<file path="src/rtl/space_key_tracker.sv">
// space_key_tracker: PS/2 scan-code decoder for the space bar.
// Emits debounced press/release events through a 2-deep ack queue.
module space_key_tracker #(
  parameter logic [7:0]  KEY_CODE = 8'h29,
  parameter logic [19:0] TIMEOUT  = 20'd500000
) (
  input  logic       clock,
  input  logic       reset,
  input  logic [7:0] scan_code,
  input  logic       scan_ready,
  input  logic       reset_space_state,
  output logic [1:0] space_state,
  output logic       key_held,
  output logic       overflow
);

  typedef enum logic [1:0] {
    IDLE,
    BRK,
    EXT,
    EXT_BRK
  } state_t;

  localparam logic [7:0] BRK_CODE = 8'hF0;
  localparam logic [7:0] EXT_CODE = 8'hE0;
  localparam logic [1:0] EV_PRESS = 2'd1;
  localparam logic [1:0] EV_REL   = 2'd2;

  state_t      state_q;
  logic [19:0] idle_q;
  logic        held_q;
  logic        ovf_q;
  logic        ack_q;
  logic [1:0]  q0_q;
  logic [1:0]  q1_q;
  logic [1:0]  cnt_q;

  logic        make_d;
  logic        brk_d;
  logic        push_d;
  logic        pop_d;
  logic [1:0]  val_d;

  // Classify the current byte as a make or break of the tracked key
  always_comb begin
    make_d = 1'b0;
    brk_d  = 1'b0;
    if (scan_ready) begin
      unique case (state_q)
        IDLE:    make_d = (scan_code == KEY_CODE);
        BRK:     brk_d  = (scan_code == KEY_CODE);
        default: ;
      endcase
    end
  end

  // Held-state filter and ack edge detection decide push/pop
  always_comb begin
    push_d = (make_d & ~held_q) | (brk_d & held_q);
    val_d  = make_d ? EV_PRESS : EV_REL;
    pop_d  = reset_space_state & ~ack_q & (cnt_q != 2'd0);
  end

  // Prefix decoder with idle timeout back to IDLE
  always_ff @(posedge clock) begin
    if (reset) begin
      state_q <= IDLE;
      idle_q  <= 20'd0;
    end else if (scan_ready) begin
      idle_q <= 20'd0;
      unique case (state_q)
        IDLE: begin
          if (scan_code == BRK_CODE)
            state_q <= BRK;
          else if (scan_code == EXT_CODE)
            state_q <= EXT;
          else
            state_q <= IDLE;
        end
        BRK:     state_q <= IDLE;
        EXT: begin
          if (scan_code == BRK_CODE)
            state_q <= EXT_BRK;
          else
            state_q <= IDLE;
        end
        EXT_BRK: state_q <= IDLE;
      endcase
    end else if (state_q != IDLE) begin
      if (idle_q == TIMEOUT - 20'd1) begin
        state_q <= IDLE;
        idle_q  <= 20'd0;
      end else begin
        idle_q <= idle_q + 20'd1;
      end
    end else begin
      idle_q <= 20'd0;
    end
  end

  // Key-down flag follows accepted make/break events
  always_ff @(posedge clock) begin
    if (reset)
      held_q <= 1'b0;
    else if (make_d)
      held_q <= 1'b1;
    else if (brk_d)
      held_q <= 1'b0;
  end

  // Event queue; head kept in q0, empty slots kept at zero
  always_ff @(posedge clock) begin
    if (reset) begin
      q0_q  <= 2'd0;
      q1_q  <= 2'd0;
      cnt_q <= 2'd0;
      ovf_q <= 1'b0;
      ack_q <= 1'b0;
    end else begin
      ack_q <= reset_space_state;
      if (push_d && pop_d) begin
        if (cnt_q == 2'd2) begin
          q0_q <= q1_q;
          q1_q <= val_d;
        end else begin
          q0_q <= val_d;
        end
      end else if (pop_d) begin
        q0_q  <= q1_q;
        q1_q  <= 2'd0;
        cnt_q <= cnt_q - 2'd1;
      end else if (push_d) begin
        if (cnt_q == 2'd0) begin
          q0_q  <= val_d;
          cnt_q <= 2'd1;
        end else if (cnt_q == 2'd1) begin
          q1_q  <= val_d;
          cnt_q <= 2'd2;
        end else begin
          ovf_q <= 1'b1;
        end
      end
    end
  end

  assign space_state = q0_q;
  assign key_held    = held_q;
  assign overflow    = ovf_q;

endmodule

</file>
<file path="config.mk">
export PLATFORM = sky130hd
export DESIGN_NAME = space_key_tracker
export DESIGN_NICKNAME = d
export VERILOG_FILES = /design/src/rtl/space_key_tracker.sv
export SDC_FILE = /design/constraint.sdc
export NUM_CORES = 1
export LEC_CHECK = 0
export CORE_AREA = 2 2 70 72
export DETAILED_ROUTE_END_ITERATION = 6
export DIE_AREA = 0 0 72 74
export PLACE_DENSITY_LB_ADDON = 0.08
export SLEW_MARGIN = 20
export SYNTH_ARGS = -nofsm -noshare
export SYNTH_HDL_FRONTEND = slang
export SYNTH_SLANG_ARGS = --single-unit
</file>
<file path="constraint.sdc">
create_clock -name clock -period 1.8 [get_ports clock]
set_input_delay 0.54 -clock clock [delete_from_list [all_inputs] [get_ports clock]]
set_output_delay 0.54 -clock clock [all_outputs]
set_load 0.02 [all_outputs]
</file>
* Word level (Yosys, flattened, before mapping)
Cells that the tools add are included.
** Word-level totals
- Flip-flop bits (word level) :: 31
- Output and inout port bits :: 4
** Cells by class
- Reductions and logical operators :: 20
- Bitwise logic cells :: 12
- Add/subtract/negate cells :: 2
- Multiplexer cells :: 29
- Eq/ne operators :: 11
** Operators by type and width (number)
- $mux 2 :: 22
- $add 20x1->20 const B :: 1
- $eq 20x19->1 const B :: 1
- $eq 8x8->1 const B :: 2
- $reduce_bool 2->1 :: 6
- $reduce_bool 3->1 :: 4
- $eq 8x6->1 const B :: 1
- $not 1->1 :: 7
- $eq 2x2->1 const B :: 3
- $mux 1 :: 6
- $pmux 2 s3 :: 1
- $reduce_and 5->1 :: 1
- $and 1x1->1 :: 4
- $eq 2x1->1 const B :: 2
- $logic_not 2->1 :: 2
- $reduce_and 2->1 :: 2
- $reduce_and 4->1 :: 1
- $reduce_or 4->1 :: 1
- $ne 3x3->1 const B :: 1
- $reduce_and 3->1 :: 1
- $ne 2x1->1 const B :: 1
- $reduce_or 2->1 :: 1
- $sub 2x1->2 const B :: 1
- $logic_and 1x1->1 :: 1
- $or 1x1->1 :: 1

* Longest topological paths before layout
Gate-level depths: netlist (run 1).
- Depth after elaboration :: 9
- Depth in mapped cells :: 7

* Worst setup path before layout (run 1)
No wires, ideal clock.
- Path type :: input to register
- Start :: input port scan_code[1]
- End :: register q1_q[0]
- Data required time :: 1.679 ns
- Arrival :: 1.711 ns
- Library setup time :: 0.121 ns
- Stages :: 5
- Path slack :: -0.032 ns
- Path through :: nor4b_2 > nand4_1 > o21ai_2 > nand2_2 > mux2_4
** On the way
- Word-level cells in the longest chain between the ends :: 9
** Ends and longest elaborated chain
- start, declared :: RTL line 9 : input logic [7:0] scan_code,
- $eq 8x6->1 (*) :: RTL line 50, 51
- $mux 1 :: RTL line 49 : unique case (state_q)
- $mux 1 :: RTL line 48 : if (scan_ready) begin
- $mux 2 :: RTL line 60 : val_d = make_d ? EV_PRESS : EV_REL;
- $mux 2 :: RTL line 136 : end else if (cnt_q == 2'd1) begin
- $mux 2 :: RTL line 133 : if (cnt_q == 2'd0) begin
- $mux 2 :: RTL line 132 : end else if (push_d) begin
- $mux 2 :: RTL line 128 : end else if (pop_d) begin
- $mux 2 :: RTL line 121 : if (push_d && pop_d) begin
- end signal, assigned :: RTL line 124 : q1_q <= val_d;
- end signal, assigned :: RTL line 137 : q1_q <= val_d;
- end, declared :: RTL line 35 : logic [1:0] q1_q;
Mark *: on every way between the ends. The rest lies on a longest branch, timed or not. The select of a mux whose other input is x is not followed.
A chain may end at the register's enable or synchronous reset.

* Worst setup path in the final report (run 1)
- Start :: input port scan_ready
- End :: register cnt_q[1]
** On the way
- Word-level cells in the longest chain between the ends :: 6
** Ends and longest elaborated chain
- start, declared :: RTL line 10 : input logic scan_ready,
- $mux 1 :: RTL line 48
- $and 1x1->1 :: RTL line 59 : push_d = (make_d & ~held_q) | (brk_d & held_q);
- $or 1x1->1 (*) :: RTL line 59
- $logic_and 1x1->1 :: RTL line 121
- $not 1->1 (no line)
- $reduce_and 3->1 (no line) (*)
- end signal, assigned :: RTL line 131 : cnt_q <= cnt_q - 2'd1;
- end, declared :: RTL line 36 : logic [1:0] cnt_q;
Mark *: on every way between the ends. The rest lies on a longest branch, timed or not.

==> reports/qor.yml, run 1 <==
status:
  status: "complete, no violations"
clocking:
  cts_sinks: 31
  clkTransAtPathRegs_ps: 70
  root_buffer: "clkbuf_8"
  cts_max_level: 2
  clock_latency_ps: 280
  cts_tree: "done"
  numCtsBuffers: 5
  clockBufferDepth: 2
  cts_setup_buffers: 0
route:
  drt_first_pass_iters: 4
  via_per_inst: 5.01
  vias: 1347
  routed_wirelength_mm: 3.42
  antenna_left: 0
  wl_per_cell_um: 12.7
  first_iter_violations: 42
  drcViolationCount: 0
die:
  io_pins: 16
  rows: 25
  initial_utilization_pct: 33.2
  die_area_um2: 5330
  core_um2: 4600
  die_y_um: 74
  die_x_um: 72
place:
  dpl_cell_area_um2: 1900
  io_buffers: 15
  hpwl_mm: 2.59
  finalWeightedCongestion: 0.777
yosys:
  ys_seq_elements: 31
  syn-mean-instance-area_um2: 8.72
  yosysWarnings: 0
  syn_nets: 191
  synth_common_cells: "nor2_1, dfxtp_1, nand3_1, xor2_1, nand2_1"
  synth.distinct_cells: 41
  ys_seq_area_share_pct: 40.7
  synth_xor_area_share_pct: 11.5
  synth_area_leaders: "dfxtp_1, nor2_1, xor2_1"
  synth_top_family_by_area: "simple AND/OR/NAND/NOR gates"
  yosys.area_share.simple_pct: 31.3
  synth_compound_area_share_pct: 9.27
  synth_top_area_share_pct: 40.7
  syn_area_um2: 1530
  async_reset_ff_share_pct: 0
  synth_fa_ha_area_share_pct: 3.28
  synth_most_common_cell: "nor2_1"
  synth-edff-count: 0
  ys.flop_type: "dfxtp_1"
  postSynthCellCount: 175
  synth.mux.area_fraction_pct: 1.64
  synth_top_cell_by_area: "dfxtp_1"
worst_setup_path:
  cp_data_required_time_ps: 2000
  cp_data_arrival_time_ps: 1950
  rrSetupSlack_ps: 190
  reg2reg_depth: 7
  rr_endpoint: "q1_q[0]"
  worstSetupPathType: "in2reg"
  crit_fanout: 5
  rr_startpoint: "cnt_q[0]"
  cp-end-kind: "flip-flop"
  startpoint_type: "primary input"
timing:
  finalCritPeriodShare_pct: 97.1
  rsz0062_at_grt: "false"
  relSlewSlack_pct: 75.7
  hold_viol_final: 0
  skew_ps: 5.13
  setup_viol: 0
  fmax_mhz: 572
  maxSlewViolCount: 0
  whs_ps: 478
  worst_pin_slew_ps: 355
  fin_crit_ps: 1750
job:
  maxCapViolations: 0
layout:
  num_antenna_cells: 0
  fin_util_pct: 44.0
  final_area_um2: 2020
  drive_gt1_share_pct: 19.1
  syn_to_final_growth_pct: 32.7
  fillers: 465
  nNetsFinal: 230
min_path:
  hold_path_end: "idle_q[0]"
  min_from: "idle_q[0]"
  hold_path_class: "reg2reg"
  hold_depth: 1
pwr:
  power.leakage_uw: 0.000810
  vdd_drop_max_uv: 332
  p_per_area_nw_per_um2: 854
grt:
  grt_pass1_wl_mm: 5.77
  grt_max_degree: 20
  first_global_vias: 1336
  overflow: 0
  antenna_found_initial: 0
  track_usage_pct: 14.2
==> sequential cells by signal, summed over array words and instances (netlist names) <==
signal / count
idle_q: 20
ack_q: 1
overflow: 1
q1_q: 2
space_state: 2
key_held: 1
cnt_q: 2
state_q: 2
==> layout make-up <==
| class | count | area (um2) | share of cell area [%] |
|---|---|---|---|
| clock buffers | 6 | 82.6 | 4.08 |
| clock inverters | 2 | 35.0 | 1.73 |
| inverters | 2 | 7.51 | 0.371 |
| multi-input cells | 137 | 890 | 43.9 |
| flip-flops and latches | 31 | 621 | 30.7 |
| well taps | 54 | 67.6 | 3.34 |
| repair buffers | 37 | 322 | 15.9 |
==> critical path: stages <==
cell	delay, ps
clkdlybuf4s50_1	490
and2_4	170
and4_4	220
a21oi_1	60
or4_1	380
o21ai_0	80
==> through the flow <==
stage	total power [uW]	TNS [ps]	setup WS, ps	cells
2_1_floorplan	891	0	2.73	175
3_3_place_gp	1020	-3230	-463	261
3_5_place_dp	1030	-3410	-448	261
4_1_cts	1750	0	6.28	269
5_1_grt	1820	0	1.51	269
6_report	1730	0	51.7	269
==> logic make-up (layout without fill, tap and decap cells) <==
| logic type | count (synthesis) | in the layout |
|---|---|---|
| simple gates | 92 | 92 |
| flops | 31 | 31 |
| xor+xnor | 20 | 20 |
| compound gates | 19 | 19 |
| buf+inv | 7 | 47 |
| fa+ha+maj | 4 | 4 |
| mux | 2 | 2 |
==> routing by layer <==
metal | global-route usage, % | vias to the layer above | part of all wire [%]
li1 | - | 689 | -
met1 | 16.1 | 646 | 45
met2 | 24.7 | 10 | 52
met3 | 4.47 | 2 | 2.2
met4 | 5.87 | 0 | 0.64
met5 | 0 | - | 0
==> worst max-delay path by stage <==
stage | from | to | slack [ps] | cells past startpoint
after floorplan | scan_code[1] | q1_q[0] | 3 | 5
after global placement | scan_code[1] | q1_q[0] | -460 | 6
after detailed placement | scan_code[1] | cnt_q[1] | -450 | 6
after CTS | overflow | overflow | 6 | 1
after global routing | scan_ready | cnt_q[1] | 2 | 7
final | scan_ready | cnt_q[1] | 50 | 6
==> power by group <==
| group | leakage [uW] | internal [uW] | switching [uW] |
|---|---|---|---|
| clock network | 0.0000612 | 448 | 262 |
| logic | 0.000499 | 149 | 144 |
| registers | 0.000250 | 710 | 15.5 |
| total | 0.000810 | 1310 | 422 |
==> cell usage in the layout, fill, tap and decap left out, drive strengths merged, types with 2 or more instances in the layout <==
cell type,Yosys,routed
o21ai,3,3
nor4,3,3
dlygate4sd2,0,9
dfxtp,31,31
xnor2,7,7
and4,2,2
nor4b,2,2
clkbuf,2,6
nand2b,2,2
nor2,34,34
a21oi,5,5
inv,2,2
xor2,13,13
nor2b,3,3
buf,3,22
nand4,3,3
or4,3,3
clkdlybuf4s50,0,4
and2,2,2
a31oi,2,2
dlymetal6s2s,0,2
and3,5,5
nand3,13,13
nand2,14,14
nor3,5,5
ha,4,4
==> repair_timing <==
item	in CTS	in global routing
setup endpoints to repair	8	3
endpoints found under the hold margin	0	0
hold buffers	0	0
resized for setup	11	3
pin swaps	5	0
Power figures use the tool's default switching activity.
==> run 2: changes to the inputs <==
CORE_AREA = 2 2 50 71   (was 2 2 70 72)
DIE_AREA = 0 0 52 73   (was 0 0 72 74)
==> reports/qor.yml, run 2 (synthesis gave the netlist of run 1 again) <==
clocking:
  numCtsBuffers: 5
  cts_tree: "done"
  cts_max_level: 2
  holdBufCountCts: 0
  root_buffer: "clkbuf_8"
  clkTransAtPathRegs_ps: 60
  clock_latency_ps: 280
  cts_sinks: 31
  clockBufferDepth: 2
layout:
  layout_common_cells: "nor2_1, dfxtp_1, buf_4, nand3_1, xor2_1"
  regMostFlops: "idle_q"
  syn_to_final_growth_pct: 29.5
  fin_util_pct: 61.3
  largest_reg_flops: 20
  nNetsFinal: 231
  final_common_cell: "nor2_1"
  num_antenna_cells: 0
  drive_gt1_share_pct: 20.9
timing:
  fin_tns_setup_ps: 0
  setup_viol: 0
  finalCritPeriodShare_pct: 97.3
  worst_pin_slew_ps: 340
  fin_crit_ps: 1750
  relSlewSlack_pct: 77.3
  fmax_mhz: 571
  maxSlewViolCount: 0
  whs_ps: 445
  skew_ps: 6.08
  hold_viol_final: 0
  rsz0062_at_grt: "false"
die:
  die_y_um: 73
  die_area_um2: 3800
  initial_utilization_pct: 47.3
  die_x_um: 52
  rows: 25
  core_um2: 3220
  io_pins: 16
route:
  routed_wirelength_mm: 3.57
  vias: 1414
  drcViolationCount: 0
  wl_per_cell_um: 14.0
  antenna_left: 0
  drt_first_pass_iters: 4
  via_per_inst: 5.55
  first_iter_violations: 32
worst_setup_path:
  crit_slowest_cell: "clkdlybuf4s50_1"
  worstSetupPathType: "reg2out"
  cp_data_required_time_ps: 1260
  startpoint_type: "flip-flop"
  cp_data_arrival_time_ps: 1210
  cp_slowest_stage_delay_ps: 600
  cp-end-kind: "primary output"
  worstSetupPathDepth: 1
  reg2reg_depth: 5
  critPathBufInv: 1
  path_cells: "clkdlybuf4s50_1"
  crit_family: "buffers and inverters"
  crit_fanout: 2
pwr:
  p_total_uw: 1570
  vdd_drop_max_uv: 477
  p_per_area_nw_per_um2: 793
  power.leakage_uw: 0.000806
grt:
  track_usage_pct: 21.3
  antenna_found_initial: 0
  grt_max_degree: 20
  first_global_vias: 1417
  grt_pass1_wl_mm: 5.94
  overflow: 0
place:
  hpwl_mm: 2.79
  io_buffers: 15
  finalWeightedCongestion: 0.845
min_path:
  hold_path_class: "reg2reg"
  hold_depth: 1
status:
  status: "complete, no violations"
job:
  maxCapViolations: 0
==> run 2: cell count changes in the layout (fill, tap and decap cells not counted), sizes merged <==
cell,before,now
buf,22,23
bufinv,1,0
clkbuf,6,10
clkdlybuf4s15,0,1
clkdlybuf4s50,4,3
dlygate4sd2,9,3
dlymetal6s2s,2,4
==> run 2: report_power, final <==
part / leakage (uW) / total, uW / switching [uW] / internal (uW)
Sequential: 0.000250 / 727 / 17.3 / 710
Combinational: 0.000509 / 291 / 148 / 142
Clock: 0.0000470 / 547 / 248 / 299
==> run 2: timing repair <==
item                       CTS  global route
resized for setup           11            15
pin swaps                    6             6
setup buffers                2             0
cloned                       0             0
setup endpoints to repair    8             8
==> run 2: per-layer routing <==
layer	track usage, %	share of wire, %
met4	13.7	3.9
met3	5.33	2.8
met1	18.3	37
met5	0	0
met2	41.2	57
==> run 2: path summary, 6_finish.rpt <==
check | start | end | slack (ps)
min | idle_q[0] | idle_q[0] | 440
max reg2reg | state_q[1] | cnt_q[1] | 100
max | overflow | overflow | 50
min reg2reg | idle_q[0] | idle_q[0] | 440
==> run 2: final cells by class <==
cell class / instances / area [um2]
fill: 297 / 1250
multi-input combinational: 137 / 887
sequential: 31 / 621
timing repair buffer: 38 / 322
clock buffer: 6 / 82.6
tap: 40 / 50.0
inverter: 2 / 7.51
clock inverter: 1 / 5.00
==> run 2: per-stage QoR <==
stage               std cells  setup WS, ps  cell area [um2]
global route              255          5.08             1970
global placement          246          -449             1880
detailed placement        246          -531             1880
floorplan                 175          2.73             1530
finish                    255          48.5             1970
CTS                       255          1.02             1970
==> RTL change 1: new RTL, flow settings as in run 1 <==
Re-encode `state_t` (4 states) as one-hot, 4 bits wide.
--- a/src/rtl/space_key_tracker.sv
+++ b/src/rtl/space_key_tracker.sv
@@ -14,11 +14,11 @@
   output logic       overflow
 );
 
-  typedef enum logic [1:0] {
-    IDLE,
-    BRK,
-    EXT,
-    EXT_BRK
+  typedef enum logic [3:0] {
+    IDLE    = 4'b0001,
+    BRK     = 4'b0010,
+    EXT     = 4'b0100,
+    EXT_BRK = 4'b1000
   } state_t;
 
   localparam logic [7:0] BRK_CODE = 8'hF0;
Formal check against the unedited RTL: no difference found for any inputs over 10 cycles, from zero or initial values and one cycle with reset high; not proved beyond that.
==> RTL change 1 against run 1 <==
Final area up 19%. Synthesized cell count up 16%. Wire length up 23%. Core utilization up 8.3 points. Largest cell class unchanged. Combinational power up 34%. Sequential cell count up 2. Power up 0.79%. Setup slack worse by 0.20 ns. The flow now finishes with violations (negative setup slack). Area after synthesis up 15%.
==> RTL change 1: results (changes against run 1) <==
Synth area leaders dfxtp_1 (38%), nor2_1 (7.5%), xnor2_1 (5.5%) (was dfxtp_1 (41%), nor2_1 (8.4%), xor2_1 (7.5%)); drt pass-1 iters 6 (was 4); Layout Cells excl Fill 306 (was 269); Worst Reg-to-Reg Cells 5 (was 7); Post-CTS Setup Bufs 4 (was 0); Multi-Input Combinational 155 (was 137); GP Congestion 0.7917 (was 0.7770); # clk buffers 7 (was 6); failing checks negative setup slack; HPWL after detailed placement 3055 µm (was 2594 µm); Final WS setup -0.1530 ns (was 0.05173 ns); worst hold path depth 2 (was 1); area occupied by multi-input gates 0.001130 mm² (was 889.6 µm²); startpoint of the worst hold path q1_q[0] (was idle_q[0]); flip-flop and latch count 33 (was 31); multi-input logic portion of the cell area 0.4696 (was 0.4394); Final setup viols 6 (was 0); r2r endpoint q1_q[1] (was q1_q[0]); dpl ws -0.6563 ns (was -0.4480 ns); vias 1637 (was 1347); Slew headroom 0.6425 (was 0.7571); Post-synth top cells nor2_1 (35), dfxtp_1 (33), nand2_1 (11), xnor2_1 (11), nand3_1 (10) (was nor2_1 (34), dfxtp_1 (31), nand3_1 (13), xor2_1 (13), nand2_1 (12)); post-synthesis cell type count 49 (was 41); clk tree area frac 0.03588 (was 0.05810); worst-path fanout max 3 (was 5); Worst Path Arrival 2.13 ns (was 1.95 ns); status finished with violations (was finished, final reports clean); peak supply drop 0.5330 mV (was 0.3320 mV); Layout fillers 429 (was 465); Non-clk bufs 50 (was 37)
RTL change 1: cell count changes after synthesis, moves of 4 or more:
cell and change:
o21ai_0 +4, xnor2_1 +4, inv_1 +5, clkbuf_1 +6, xor2_1 -4, nor4b_1 +4
RTL change 1: power by group:
part	internal [mW]	switching, mW	leakage [nW]
clock	0.303	0.263	0.0443
combinational	0.199	0.195	0.588
sequential	0.760	0.0221	0.266
total	1.26	0.480	0.898
RTL change 1: kinds of logic (layout without fill, tap and decap cells):
| logic type | Yosys count | after routing | share of synthesized area |
|---|---|---|---|
| mux | 4 | 4 | 0.02429 |
| buf+inv | 15 | 64 | 0.03429 |
| compound gates | 31 | 31 | 0.1386 |
| simple gates | 96 | 96 | 0.2972 |
| flops | 33 | 33 | 0.3771 |
| xor+xnor | 20 | 20 | 0.1000 |
| fa+ha+maj | 4 | 4 | 0.02857 |
RTL change 1: critical path: stages:
cell	delay, ns
buf_6	0.09
or3_4	0.40
a2111oi_4	0.44
nand3_2	0.16
a21oi_2	0.20
mux2_4	0.31
RTL change 1: layer usage:
metal,part of all wire,routed length [µm],vias to the layer above,global-route usage
li1,-,-,823,-
met1,0.40,1698,773,0.1822
met2,0.54,2284,29,0.3158
met3,0.034,143,12,0.03794
met4,0.020,84,0,0.06918
met5,0,0,-,0
RTL change 1: worst max-delay path by stage:
stage	from	to	slack, ns	cells after the start
2_1_floorplan	scan_code[4]	q1_q[1]	-0.27	5
3_3_place_gp	scan_code[4]	q1_q[1]	-0.65	6
3_5_place_dp	scan_code[4]	q1_q[1]	-0.66	6
4_1_cts	scan_code[7]	space_state[0]	-0.22	8
5_1_grt	scan_code[2]	space_state[0]	-0.23	7
6_report	scan_code[7]	q1_q[1]	-0.15	6
==> RTL change 2: new RTL, flow settings as in run 1 <==
Made on the original files. `TIMEOUT`: 20'd500000 -> 20'd250000.
--- a/src/rtl/space_key_tracker.sv
+++ b/src/rtl/space_key_tracker.sv
@@ -2,7 +2,7 @@
 // Emits debounced press/release events through a 2-deep ack queue.
 module space_key_tracker #(
   parameter logic [7:0]  KEY_CODE = 8'h29,
-  parameter logic [19:0] TIMEOUT  = 20'd500000
+  parameter logic [19:0] TIMEOUT  = 20'd250000
 ) (
   input  logic       clock,
   input  logic       reset,
Function: same outputs for any inputs over 10 cycles, from zero or initial values and one cycle with reset high; that may be too few to reach the edited logic, so the function may still have changed.
==> RTL change 2 against run 1 <==
Synthesized cell count up 8.0%. Clock skew down 0.0016 ns. Cell count up 7.8%. Power up 18%. Area after synthesis up 5.7%. Combinational power up 96%. Register-to-register slack worse by 0.07 ns. Sequential cell count unchanged. Critical path depth up 1. Worst hold slack worse by 0.018 ns. Wire length up 16%. Setup slack worse by 0.013 ns. Final area up 7.7%. Critical endpoint is now cnt_q[0]. Largest cell class unchanged. Largest power group unchanged. Highest routed layer unchanged.
==> RTL change 2: results (changes against run 1) <==
peak supply drop 0.4196 mV (was 0.3320 mV); worst hold path depth 2 (was 1); share of layout cells above drive strength 1 0.2542 (was 0.1907); Post-synth top cells dfxtp_1 (31), nor2_1 (31), nand2_1 (15) (was nor2_1 (34), dfxtp_1 (31), nand3_1 (13), xor2_1 (13), nand2_1 (12)); FF-to-FF Start idle_q[1] (was cnt_q[0]); Synth area leaders dfxtp_1 (38%), nor2_1 (7.2%), xor2_1 (6.5%) (was dfxtp_1 (41%), nor2_1 (8.4%), xor2_1 (7.5%)); compound-gate portion of the synthesized area 0.1102 (was 0.09270); mux cell area share after synthesis 0 (was 0.01641); register area share after synthesis 0.3848 (was 0.4069); placed cell area 0.002009 mm² (was 0.001901 mm²); met3 track utilization from global routing 0.04201 (was 0.04472); pin count of the biggest net entering global routing 21 (was 20); first-pass GRT wire length 6844 µm (was 5768 µm); Layout Cells excl Fill 290 (was 269); GP Congestion 0.7929 (was 0.7770); GRT met2 Usage 0.2973 (was 0.2469); Mapped Avg Cell Area 8.533 µm² (was 8.716 µm²); met3 WL 105 µm (was 74 µm); Slew headroom 0.7701 (was 0.7571); r2r endpoint idle_q[9] (was q1_q[0]); Post-Route WL 3951 µm (was 3418 µm); drt first-iter violations 66 (was 42); vias in the first global route 1549 (was 1336); crit path time final 1.762 ns (was 1.748 ns); GRT Total Usage 0.1655 (was 0.1415); Critical path destination cnt_q[0] (was cnt_q[1]); status finished, final reports clean (unchanged); syn_nets 205 (was 191); Hold Path End space_state[0] (was idle_q[0]); XOR/XNOR share of the synthesized area 0.1086 (was 0.1148); WL met1 1758 µm (was 1551 µm); hold_ws 0.4600 ns (was 0.4780 ns)
RTL change 2: timing repair:
action,4_1_cts,5_1_grt
pin swaps,10,7
setup endpoints to repair,8,7
hold endpoints to repair,0,0
setup buffers,1,0
gates resized for setup,22,7
RTL change 2: cell type report:
| type | instances | area [µm²] |
|---|---|---|
| multi-input cells | 144 | 977.2 |
| flip-flops and latches | 31 | 623.1 |
| clock buffers | 6 | 82.58 |
| repair buffers | 45 | 364.1 |
| well taps | 54 | 67.56 |
| clock inverters | 2 | 35.03 |
| inverters | 8 | 30.03 |
| fillers | 442 | 2419 |
RTL change 2: critical path, stage by stage:
cell	delay, ns
dlygate4sd2_1	0.28
nor4b_4	0.28
nand4_1	0.20
buf_4	0.21
a211oi_2	0.24
a31o_2	0.14
nor4_1	0.04
RTL change 2: power by group:
| part | internal, mW | switching (mW) |
|---|---|---|
| sequential | 0.721 | 0.0177 |
| clock | 0.448 | 0.282 |
| combinational | 0.281 | 0.294 |
| total | 1.45 | 0.594 |
